==> src/rtl/rr_logb_unpacker_if.sv <==
// Beat bus for rr_logb_unpacker: the input beat handshake plus the per-channel
// replay push outputs and their almost-full backpressure.
interface rr_logb_unpacker_if #(
    parameter int NUM_CH     = 3,
    parameter int DATA_WIDTH = 64
);
    logic                         in_valid;
    logic                         in_ready;
    logic [DATA_WIDTH-1:0]        in_data;
    logic [NUM_CH-1:0]            out_valid;
    logic [NUM_CH*DATA_WIDTH-1:0] out_data;
    logic [NUM_CH-1:0]            out_almful;

    modport master (
        output in_valid, in_data, out_almful,
        input  in_ready, out_valid, out_data
    );

    modport slave (
        input  in_valid, in_data, out_almful,
        output in_ready, out_valid, out_data
    );
endinterface

==> src/rtl/rr_logb_unpacker.sv <==
// Replay-side log stream decoder: a header beat (logb mask, loge mask) is
// followed by one payload beat per set logb bit, routed in ascending channel
// order to one-cycle push strobes. Counts completed records.
// Optional macro RR_UNPACK_CHECK_EN: flags malformed headers on hdr_err
// (sticky) and discards headers with nonzero reserved bits.
module rr_logb_unpacker #(
    parameter int NUM_CH     = 3,
    parameter int DATA_WIDTH = 64,
    parameter int LOGE_CNT   = 5
) (
    input  logic                clk,
    input  logic                rstn,
    rr_logb_unpacker_if.slave   bus,
    output logic                rec_valid,
    output logic [LOGE_CNT-1:0] rec_loge,
    output logic [31:0]         rec_cnt,
    output logic                hdr_err
);

    typedef enum logic {HDR, PAYLOAD} state_e;

    state_e                       state_q, state_d;
    logic [NUM_CH-1:0]            pend_q, pend_d;
    logic [LOGE_CNT-1:0]          loge_q, loge_d;
    logic                         first_q, first_d;
    logic [NUM_CH-1:0]            out_valid_q, out_valid_d;
    logic [NUM_CH*DATA_WIDTH-1:0] out_data_q, out_data_d;
    logic                         rec_valid_q, rec_valid_d;
    logic [LOGE_CNT-1:0]          rec_loge_q, rec_loge_d;
    logic [31:0]                  rec_cnt_q, rec_cnt_d;
    logic                         hdr_err_q, hdr_err_d;

    logic                         accept;
    logic                         routed;
    logic [NUM_CH-1:0]            hdr_logb;
    logic [LOGE_CNT-1:0]          hdr_loge;
    logic                         hdr_take;

    // Payload state has guaranteed FIFO headroom, so only headers wait on almful.
    assign bus.in_ready = rstn && ((state_q == PAYLOAD) || !(|bus.out_almful));
    assign accept       = bus.in_valid && bus.in_ready;
    assign hdr_logb     = bus.in_data[NUM_CH-1:0];
    assign hdr_loge     = bus.in_data[NUM_CH +: LOGE_CNT];

`ifdef RR_UNPACK_CHECK_EN
    logic hdr_rsvd_nz;
    assign hdr_rsvd_nz = |(bus.in_data >> (NUM_CH + LOGE_CNT));
    assign hdr_take    = (|hdr_logb) && !hdr_rsvd_nz;
`else
    assign hdr_take    = |hdr_logb;
`endif

    // Header decode, lowest-pending-channel routing and record bookkeeping.
    always_comb begin
        state_d     = state_q;
        pend_d      = pend_q;
        loge_d      = loge_q;
        first_d     = first_q;
        out_valid_d = '0;
        out_data_d  = out_data_q;
        rec_valid_d = 1'b0;
        rec_loge_d  = rec_loge_q;
        rec_cnt_d   = rec_cnt_q;
        hdr_err_d   = hdr_err_q;
        routed      = 1'b0;

        if (accept) begin
            if (state_q == HDR) begin
`ifdef RR_UNPACK_CHECK_EN
                if (hdr_rsvd_nz || (!(|hdr_logb) && (|hdr_loge))) begin
                    hdr_err_d = 1'b1;
                end
`endif
                if (hdr_take) begin
                    pend_d  = hdr_logb;
                    loge_d  = hdr_loge;
                    first_d = 1'b1;
                    state_d = PAYLOAD;
                end
            end else begin
                for (int unsigned i = 0; i < NUM_CH; i++) begin
                    if (pend_q[i] && !routed) begin
                        routed                             = 1'b1;
                        pend_d[i]                          = 1'b0;
                        out_valid_d[i]                     = 1'b1;
                        out_data_d[i*DATA_WIDTH +: DATA_WIDTH] = bus.in_data;
                    end
                end
                if (first_q) begin
                    rec_valid_d = 1'b1;
                    rec_loge_d  = loge_q;
                    first_d     = 1'b0;
                end
                if (pend_d == '0) begin
                    rec_cnt_d = rec_cnt_q + 32'd1;
                    state_d   = HDR;
                end
            end
        end
    end

    // State and output registers; reset drops any partial record.
    always_ff @(posedge clk or negedge rstn) begin
        if (!rstn) begin
            state_q     <= HDR;
            pend_q      <= '0;
            loge_q      <= '0;
            first_q     <= 1'b0;
            out_valid_q <= '0;
            out_data_q  <= '0;
            rec_valid_q <= 1'b0;
            rec_loge_q  <= '0;
            rec_cnt_q   <= '0;
            hdr_err_q   <= 1'b0;
        end else begin
            state_q     <= state_d;
            pend_q      <= pend_d;
            loge_q      <= loge_d;
            first_q     <= first_d;
            out_valid_q <= out_valid_d;
            out_data_q  <= out_data_d;
            rec_valid_q <= rec_valid_d;
            rec_loge_q  <= rec_loge_d;
            rec_cnt_q   <= rec_cnt_d;
            hdr_err_q   <= hdr_err_d;
        end
    end

    assign bus.out_valid = out_valid_q;
    assign bus.out_data  = out_data_q;
    assign rec_valid     = rec_valid_q;
    assign rec_loge      = rec_loge_q;
    assign rec_cnt       = rec_cnt_q;
`ifdef RR_UNPACK_CHECK_EN
    assign hdr_err       = hdr_err_q;
`else
    assign hdr_err       = 1'b0;
`endif

endmodule

==> src/flat_wrapper.sv <==
// flat-port wrapper written by rule: the top's interface ports become plain ports
module rr_logb_unpacker_flat 
#(
    parameter int NUM_CH     = 3,
    parameter int DATA_WIDTH = 64,
    parameter int LOGE_CNT   = 5
)
  (clk, rstn, rec_valid, rec_loge, rec_cnt, hdr_err, bus_in_valid, bus_in_data, bus_out_almful, bus_in_ready, bus_out_valid, bus_out_data);
  rr_logb_unpacker_if #(.NUM_CH(NUM_CH), .DATA_WIDTH(DATA_WIDTH)) bus_i ();
  input  logic clk;
  input  logic rstn;
  output logic rec_valid;
  output logic [LOGE_CNT-1:0] rec_loge;
  output logic [31:0] rec_cnt;
  output logic hdr_err;
  input wire logic [$bits(bus_i.in_valid)-1:0] bus_in_valid;
  input wire logic [$bits(bus_i.in_data)-1:0] bus_in_data;
  input wire logic [$bits(bus_i.out_almful)-1:0] bus_out_almful;
  output wire logic [$bits(bus_i.in_ready)-1:0] bus_in_ready;
  output wire logic [$bits(bus_i.out_valid)-1:0] bus_out_valid;
  output wire logic [$bits(bus_i.out_data)-1:0] bus_out_data;
  assign bus_i.in_valid = bus_in_valid;
  assign bus_i.in_data = bus_in_data;
  assign bus_i.out_almful = bus_out_almful;
  assign bus_in_ready = bus_i.in_ready;
  assign bus_out_valid = bus_i.out_valid;
  assign bus_out_data = bus_i.out_data;
  rr_logb_unpacker #(.NUM_CH(NUM_CH), .DATA_WIDTH(DATA_WIDTH), .LOGE_CNT(LOGE_CNT)) u_core (.clk(clk), .rstn(rstn), .bus(bus_i), .rec_valid(rec_valid), .rec_loge(rec_loge), .rec_cnt(rec_cnt), .hdr_err(hdr_err));
endmodule
==> config.mk <==
export PLATFORM = sky130hd
export DESIGN_NAME = rr_logb_unpacker_flat
export DESIGN_NICKNAME = d
export VERILOG_FILES = /design/src/rtl/rr_logb_unpacker_if.sv /design/src/rtl/rr_logb_unpacker.sv /design/src/flat_wrapper.sv
export SDC_FILE = /design/constraint.sdc
export NUM_CORES = 1
export LEC_CHECK = 0
export ABC_CLOCK_PERIOD_IN_PS = 1800
export CAP_MARGIN = 20
export CORE_MARGIN = 5
export CORE_UTILIZATION = 42
export CTS_CLUSTER_SIZE = 10
export DETAILED_ROUTE_END_ITERATION = 10
export PLACE_DENSITY = 0.81
export SYNTH_ARGS = -nofsm -noshare
export SYNTH_HDL_FRONTEND = slang
export SYNTH_SLANG_ARGS = --single-unit
==> constraint.sdc <==
create_clock -name clk -period 1.8 [get_ports clk]
set_input_delay 0.36 -clock clk [delete_from_list [all_inputs] [get_ports clk]]
set_output_delay 0.36 -clock clk [all_outputs]
set_load 0.01 [all_outputs]
==> qor.json, run 1 <==
{
  "route": {
    "dr.first_iter.drc_count": 166,
    "wire_per_inst_um": 20.25,
    "first_pass_iters": 4,
    "drt.antenna.violating_nets": 0,
    "drt-met1-wl_um": 9757,
    "viasPerCell": 5.112,
    "met3RoutedLength_um": 2304,
    "highest-signal-layer": "met5",
    "route.vias.total": 6415,
    "drt_wl_total_um": 25410,
    "detailed_routed_wire_length_on_met2_um": 12770,
    "drc_errors": 0
  },
  "placed_design": {
    "post-dp-hpwl_um": 17790,
    "placement.cell_area_um2": 13240,
    "post-place-ws_ns": -0.3231,
    "number_of_buffers_added_on_ports": 303,
    "place.gp.congestion": 0.7418
  },
  "logic_synthesis": {
    "yosys_register_bits": 243,
    "seq_area_frac_synth_pct": 64.52,
    "synth-main-ff-cell": "dfrtp_1",
    "synth_fp_nets": 672,
    "syn_inst": 601,
    "post_synth_instance_area_um2": 9425,
    "synth.yosys.warnings": 0,
    "proportion_of_netlist_area_held_by_the_largest_area_contributor_pct": 64.52,
    "avgSynthCellArea_um2": 15.68,
    "synthDistinctLibCells": 41,
    "yosys.area.top_type": "dfrtp_1",
    "netlist_top_cells_count": "dfrtp_1 (243), mux2_2 (203), buf_2 (17), xor2_1 (17), xnor2_1 (14)",
    "most_instantiated_library_cell_after_synthesis": "dfrtp_1",
    "synth_top_cells_by_area": "dfrtp_1 (65%), mux2_2 (24%), xor2_1 (1.6%)",
    "number_of_enable_flip_flop_cells_after_synthesis": 0,
    "ys_async_sr_fraction_pct": 100.0
  },
  "finish": {
    "final_core_util_pct": 64.42,
    "design.final.nets": 1041,
    "n_antenna_cell": 0,
    "finish.instance_area_um2": 14150,
    "drive_gt1_share_pct": 33.54,
    "area.growth.synth_to_final_pct": 50.09
  },
  "cts": {
    "cts_tree": "done",
    "cts.htree.levels": 1,
    "clock_insertion_delay_worst_skew_ns": 0.53,
    "clkSinkCount": 243,
    "cts_max_path_buffers": 3,
    "cts-buffers-inserted": 28,
    "cts.root.buffer_cell": "clkbuf_16",
    "clk_pin_slew_ns": 0.05
  },
  "timing": {
    "grt_setup_unrepaired": "yes",
    "final_critical_path_setup_slack_ns": 0.002099,
    "maxClockFrequency_ghz": 0.5562,
    "final_hold_viol_count": 40,
    "max-slew-margin-rel_pct": 47.42,
    "fin_crit_ns": 1.798,
    "tightest_slew_ns": 0.7888,
    "final_report_max_slew_violation_count": 0,
    "tns_ns": 0,
    "hold_ws_ns": -0.04745,
    "period_share_pct": 99.88,
    "final.setup_skew_ns": 0.007440,
    "setup_viol": 0
  },
  "floorplan": {
    "core.rowCount": 54,
    "io_pins": 305,
    "dieArea_um2": 25540,
    "fp.dieW_um": 159.8,
    "chipHeight_um": 159.8,
    "core_area_um2": 21960,
    "initial_core_util_pct": 42.92
  },
  "setup_path": {
    "end_of_the_worst_register_to_register_path": "u_core.rec_cnt[29]",
    "cp_data_required_time_ns": 1.44,
    "worst-path-max-fanout": 2,
    "rrSetupSlack_ns": 0.04,
    "r2r-start": "u_core.pend_q[1]",
    "timing.critical_path.from_type": "flip-flop",
    "worstRegToRegCells": 5,
    "crit_slowest_cell": "clkdlybuf4s50_1",
    "crit_family": "buffers and inverters",
    "timing.setup.critical_path_class": "reg2out",
    "worstSetupEndpointType": "output pin",
    "worstSetupPathDepth": 1,
    "cp_cell_sequence": "clkdlybuf4s50_1",
    "arrival_ns": 1.44,
    "cp-endpoint": "bus_out_data[41]",
    "crit_path_start": "u_core.bus.out_data[41]",
    "worst-path-buf-inv": 1,
    "critPathMaxStageDelay_ns": 0.56
  },
  "power_and_ir_drop": {
    "power.total_mw": 21.51,
    "power_density_normalized_to_cell_area_nw_per_um2": 1521,
    "vdd_ir_drop_max_mv": 1.103,
    "total_leakage_power_nw": 7.514
  },
  "hold_path": {
    "worst_hold_path_type": "in2async"
  },
  "run": {
    "timing.max_cap.violations": 0
  },
  "grt": {
    "grt_pass1_wl_um": 39280,
    "initial_antenna_violation_count": 1,
    "grt_usage_pct": 18.81,
    "globalRouteOverflowTotal": 0,
    "grt_max_degree": 140,
    "grt_pass1_vias": 6896
  },
  "status": {
    "result_of_the_run": "finished, violations left",
    "violations": "negative hold slack"
  }
}
==> cell usage in the layout (no fill, tap or decap), drive strengths merged, types with 7 or more instances in the layout <==
cell type / count
nand3: 12
dlygate4sd2: 157
dlymetal6s2s: 58
inv: 9
dfrtp: 243
buf: 61
nor3: 11
xor2: 17
nor2: 7
mux2: 203
xnor2: 14
nor4: 7
clkdlybuf4s50: 87
nand2: 13
clkbuf: 38
nand4: 8
==> power by group <==
group | switching, mW | internal [mW] | total, mW | leakage [nW]
Clock | 2.03 | 2.88 | 4.92 | 0.370
Combinational | 3.40 | 4.52 | 7.92 | 4.09
Sequential | 1.03 | 7.64 | 8.68 | 3.06
Total | 6.47 | 15.0 | 21.5 | 7.51
==> worst min path at each step <==
stage                                     endpoint               start  slack (ns)  cells after the start
after floorplan             u_core.bus.out_data[0]                rstn        0.06                      0
after global placement          u_core.rec_cnt[31]  u_core.rec_cnt[31]        0.46                      1
after detailed placement        u_core.rec_cnt[31]  u_core.rec_cnt[31]        0.46                      1
after CTS                       u_core.rec_cnt[26]                rstn       0.002                      2
after global routing      u_core.bus.out_data[182]                rstn        0.03                      2
final                     u_core.bus.out_data[182]                rstn       -0.05                      2
==> per-layer routing <==
layer	vias up	GRT usage, %
li1	2855	-
met1	3278	21.85
met2	235	33.30
met3	45	7.268
met4	2	3.950
met5	-	0
==> metrics by stage <==
stage	cells	hold WS (ns)
2_1_floorplan	601	0.06441
4_1_cts	1250	0.002284
6_report	1255	-0.04745
3_3_place_gp	1213	0.4585
5_1_grt	1255	0.03402
3_5_place_dp	1213	0.4648
==> cell families after synthesis <==
| kind of cell | share of synthesized area, % |
|---|---|
| compound gates | 0.8762 |
| simple gates | 5.283 |
| buf+inv | 1.898 |
| fa+ha+maj | 0.2522 |
| flops | 64.52 |
| xor+xnor | 2.881 |
| other cells | 0.03979 |
| mux | 24.25 |
==> cell type report <==
cell class	count	area, um2
Sequential cell	243	6083
Clock buffer	35	758.2
Tap cell	280	350.3
Multi-Input combinational cell	321	3262
Fill cell	1636	7812
Timing Repair Buffer	367	3659
Inverter	9	33.78
==> registers in the layout (all words and copies together) (netlist names) <==
signal / cells
u_core.bus.out_data: 192
u_core.bus.out_valid: 3
u_core.first_q: 1
u_core.loge_q: 5
u_core.pend_q: 3
u_core.rec_cnt: 32
u_core.rec_loge: 5
u_core.rec_valid: 1
u_core.state_q: 1
==> repair_timing <==
action,in CTS,in global routing
gates cloned,0,3
pin swaps,0,5
resized for setup,162,72
hold endpoints to repair,46,0
setup endpoints to repair,160,105
hold buffers,1,0
setup buffers,1,2
(Power assumes the default switching activity.)
==> run 2, diff against run 1 <==
PLACE_DENSITY = 0.77   (was 0.81)
==> qor.json, run 2 (synthesis results as in run 1) <==
{
  "hold_path": {
    "worst_hold_path_type": "in2async"
  },
  "route": {
    "dr.first_iter.drc_count": 152,
    "route.vias.total": 6249,
    "drt.antenna.violating_nets": 0,
    "drt_wl_total_um": 23660,
    "viasPerCell": 5.003,
    "drc_errors": 0,
    "first_pass_iters": 4,
    "wire_per_inst_um": 18.95
  },
  "cts": {
    "cts.htree.levels": 1,
    "clkSinkCount": 243,
    "cts_max_path_buffers": 3,
    "cts.root.buffer_cell": "clkbuf_16",
    "clock_insertion_delay_worst_skew_ns": 0.53,
    "cts_tree": "done",
    "cts_hold_repair.buffers": 0,
    "cts-buffers-inserted": 29,
    "clk_pin_slew_ns": 0.06
  },
  "finish": {
    "finish.cell_count_without_fillers": 1249,
    "drive_gt1_share_pct": 33.75,
    "largest_register_ffs": 192,
    "area.growth.synth_to_final_pct": 48.93,
    "design.final.nets": 1035,
    "mostFrequentLayoutCells": "dfrtp_1 (241), mux2_2 (203), dlygate4sd2_1 (182)",
    "finish.instance_area_um2": 14040,
    "n_antenna_cell": 0,
    "mostFrequentLayoutCell": "dfrtp_1"
  },
  "power_and_ir_drop": {
    "total_leakage_power_nw": 7.398,
    "vdd_ir_drop_max_mv": 1.025,
    "power_density_normalized_to_cell_area_nw_per_um2": 1530
  },
  "timing": {
    "grt_setup_unrepaired": "yes",
    "fin_crit_ns": 1.778,
    "final_hold_viol_count": 0,
    "final.setup_skew_ns": 0.01089,
    "tightest_slew_ns": 0.9351,
    "maxClockFrequency_ghz": 0.5625,
    "max-slew-margin-rel_pct": 37.66,
    "period_share_pct": 98.77,
    "setup_viol": 0,
    "final_report_max_slew_violation_count": 0
  },
  "placed_design": {
    "number_of_buffers_added_on_ports": 303,
    "place.detailed.instances": 1208,
    "place.gp.congestion": 0.7483,
    "post-dp-hpwl_um": 16650,
    "placement.cell_area_um2": 13220
  },
  "setup_path": {
    "arrival_ns": 2.22,
    "timing.setup.critical_path_class": "reg2reg",
    "worstSetupEndpointType": "flip-flop",
    "worst-path-max-fanout": 7,
    "cp_data_required_time_ns": 2.25,
    "timing.critical_path.from_type": "flip-flop"
  },
  "grt": {
    "grt_usage_pct": 18.08,
    "grt_pass1_wl_um": 37920,
    "grt_max_degree": 176,
    "grt_pass1_vias": 6774,
    "global_route.usage.met3_pct": 7.345,
    "m2_gr_usage_pct": 30.22,
    "grtUsageMet1_pct": 21.83,
    "globalRouteOverflowTotal": 0,
    "grt-busiest-layer": "met2",
    "initial_antenna_violation_count": 0
  },
  "floorplan": {
    "chipHeight_um": 159.8,
    "fp.dieW_um": 159.8,
    "core.rowCount": 54,
    "initial_core_util_pct": 42.92,
    "dieArea_um2": 25540,
    "io_pins": 305,
    "core_area_um2": 21960
  },
  "status": {
    "result_of_the_run": "finished clean"
  },
  "run": {
    "timing.max_cap.violations": 0
  }
}
## run 2: area by class of cell
cell class | count | area [um2]
Inverter | 9 | 33.78
Tap cell | 280 | 350.3
Timing Repair Buffer | 360 | 3488
Multi-Input combinational cell | 321 | 3254
Fill cell | 1669 | 7921
Clock inverter | 3 | 46.29
Sequential cell | 243 | 6083
Clock buffer | 33 | 780.7
## run 2: routing by layer
layer  part of all wire, %  up-vias
met3                   9.0       36
met1                    40     3140
met5                     0        -
met4                   2.6        0
met2                    48      225
li1                      -     2848
## run 2: metrics by stage
stage / setup WS [ns] / hold WS (ns) / power [mW] / utilization, % / setup TNS [ns]
6_report: 0.02220 / 0.04252 / 21.47 / 63.93 / 0
5_1_grt: -0.05992 / 0.1064 / 22.77 / 63.93 / -0.1362
4_1_cts: 0.0002860 / 0.07203 / 21.91 / 62.96 / 0
3_5_place_dp: -0.3713 / 0.4800 / 17.79 / 60.19 / -54.39
3_3_place_gp: -0.3057 / 0.4687 / 17.56 / 60.19 / -49.55
2_1_floorplan: 0.0002157 / 0.06441 / 12.13 / - / 0
## run 2: critical path, stage by stage, from the launching register on
cell and delay (ns):
dfrtp_1 0.38, nand3_1 0.10, or4_4 0.59, buf_12 0.17, buf_4 0.13, nor3b_2 0.17
xor2_1 0.16
## run 2: report_power, final
group          switching, mW  internal, mW  total, mW  leakage (nW)
clock network           2.04          3.15       5.18         0.405
logic                   3.32          4.33       7.65          3.94
registers               1.01          7.64       8.65          3.06
## run 2: path summary, 6_finish.rpt
check | start | end | slack (ns) | depth (start not counted)
worst min-delay path | rstn | u_core.bus.out_data[13] | 0.04 | 2
worst max register to register | u_core.rec_cnt[17] | u_core.rec_cnt[22] | 0.02 | 6
max in group asynchronous | rstn | u_core.bus.out_data[177] | 1.06 | 2
worst min register to register | u_core.rec_cnt[31] | u_core.rec_cnt[31] | 0.49 | 1
min in group clk | rstn | u_core.pend_q[0] | 0.34 | 5
worst max-delay path | u_core.rec_cnt[17] | u_core.rec_cnt[22] | 0.02 | 6
## run 2: repair_timing
action / CTS / global route
cloned: 0 / 1
resized for setup: 186 / 55
endpoints found under the setup margin: 188 / 59
setup buffers: 1 / 3
endpoints found under the hold margin: 0 / 0
pin swaps: 0 / 8
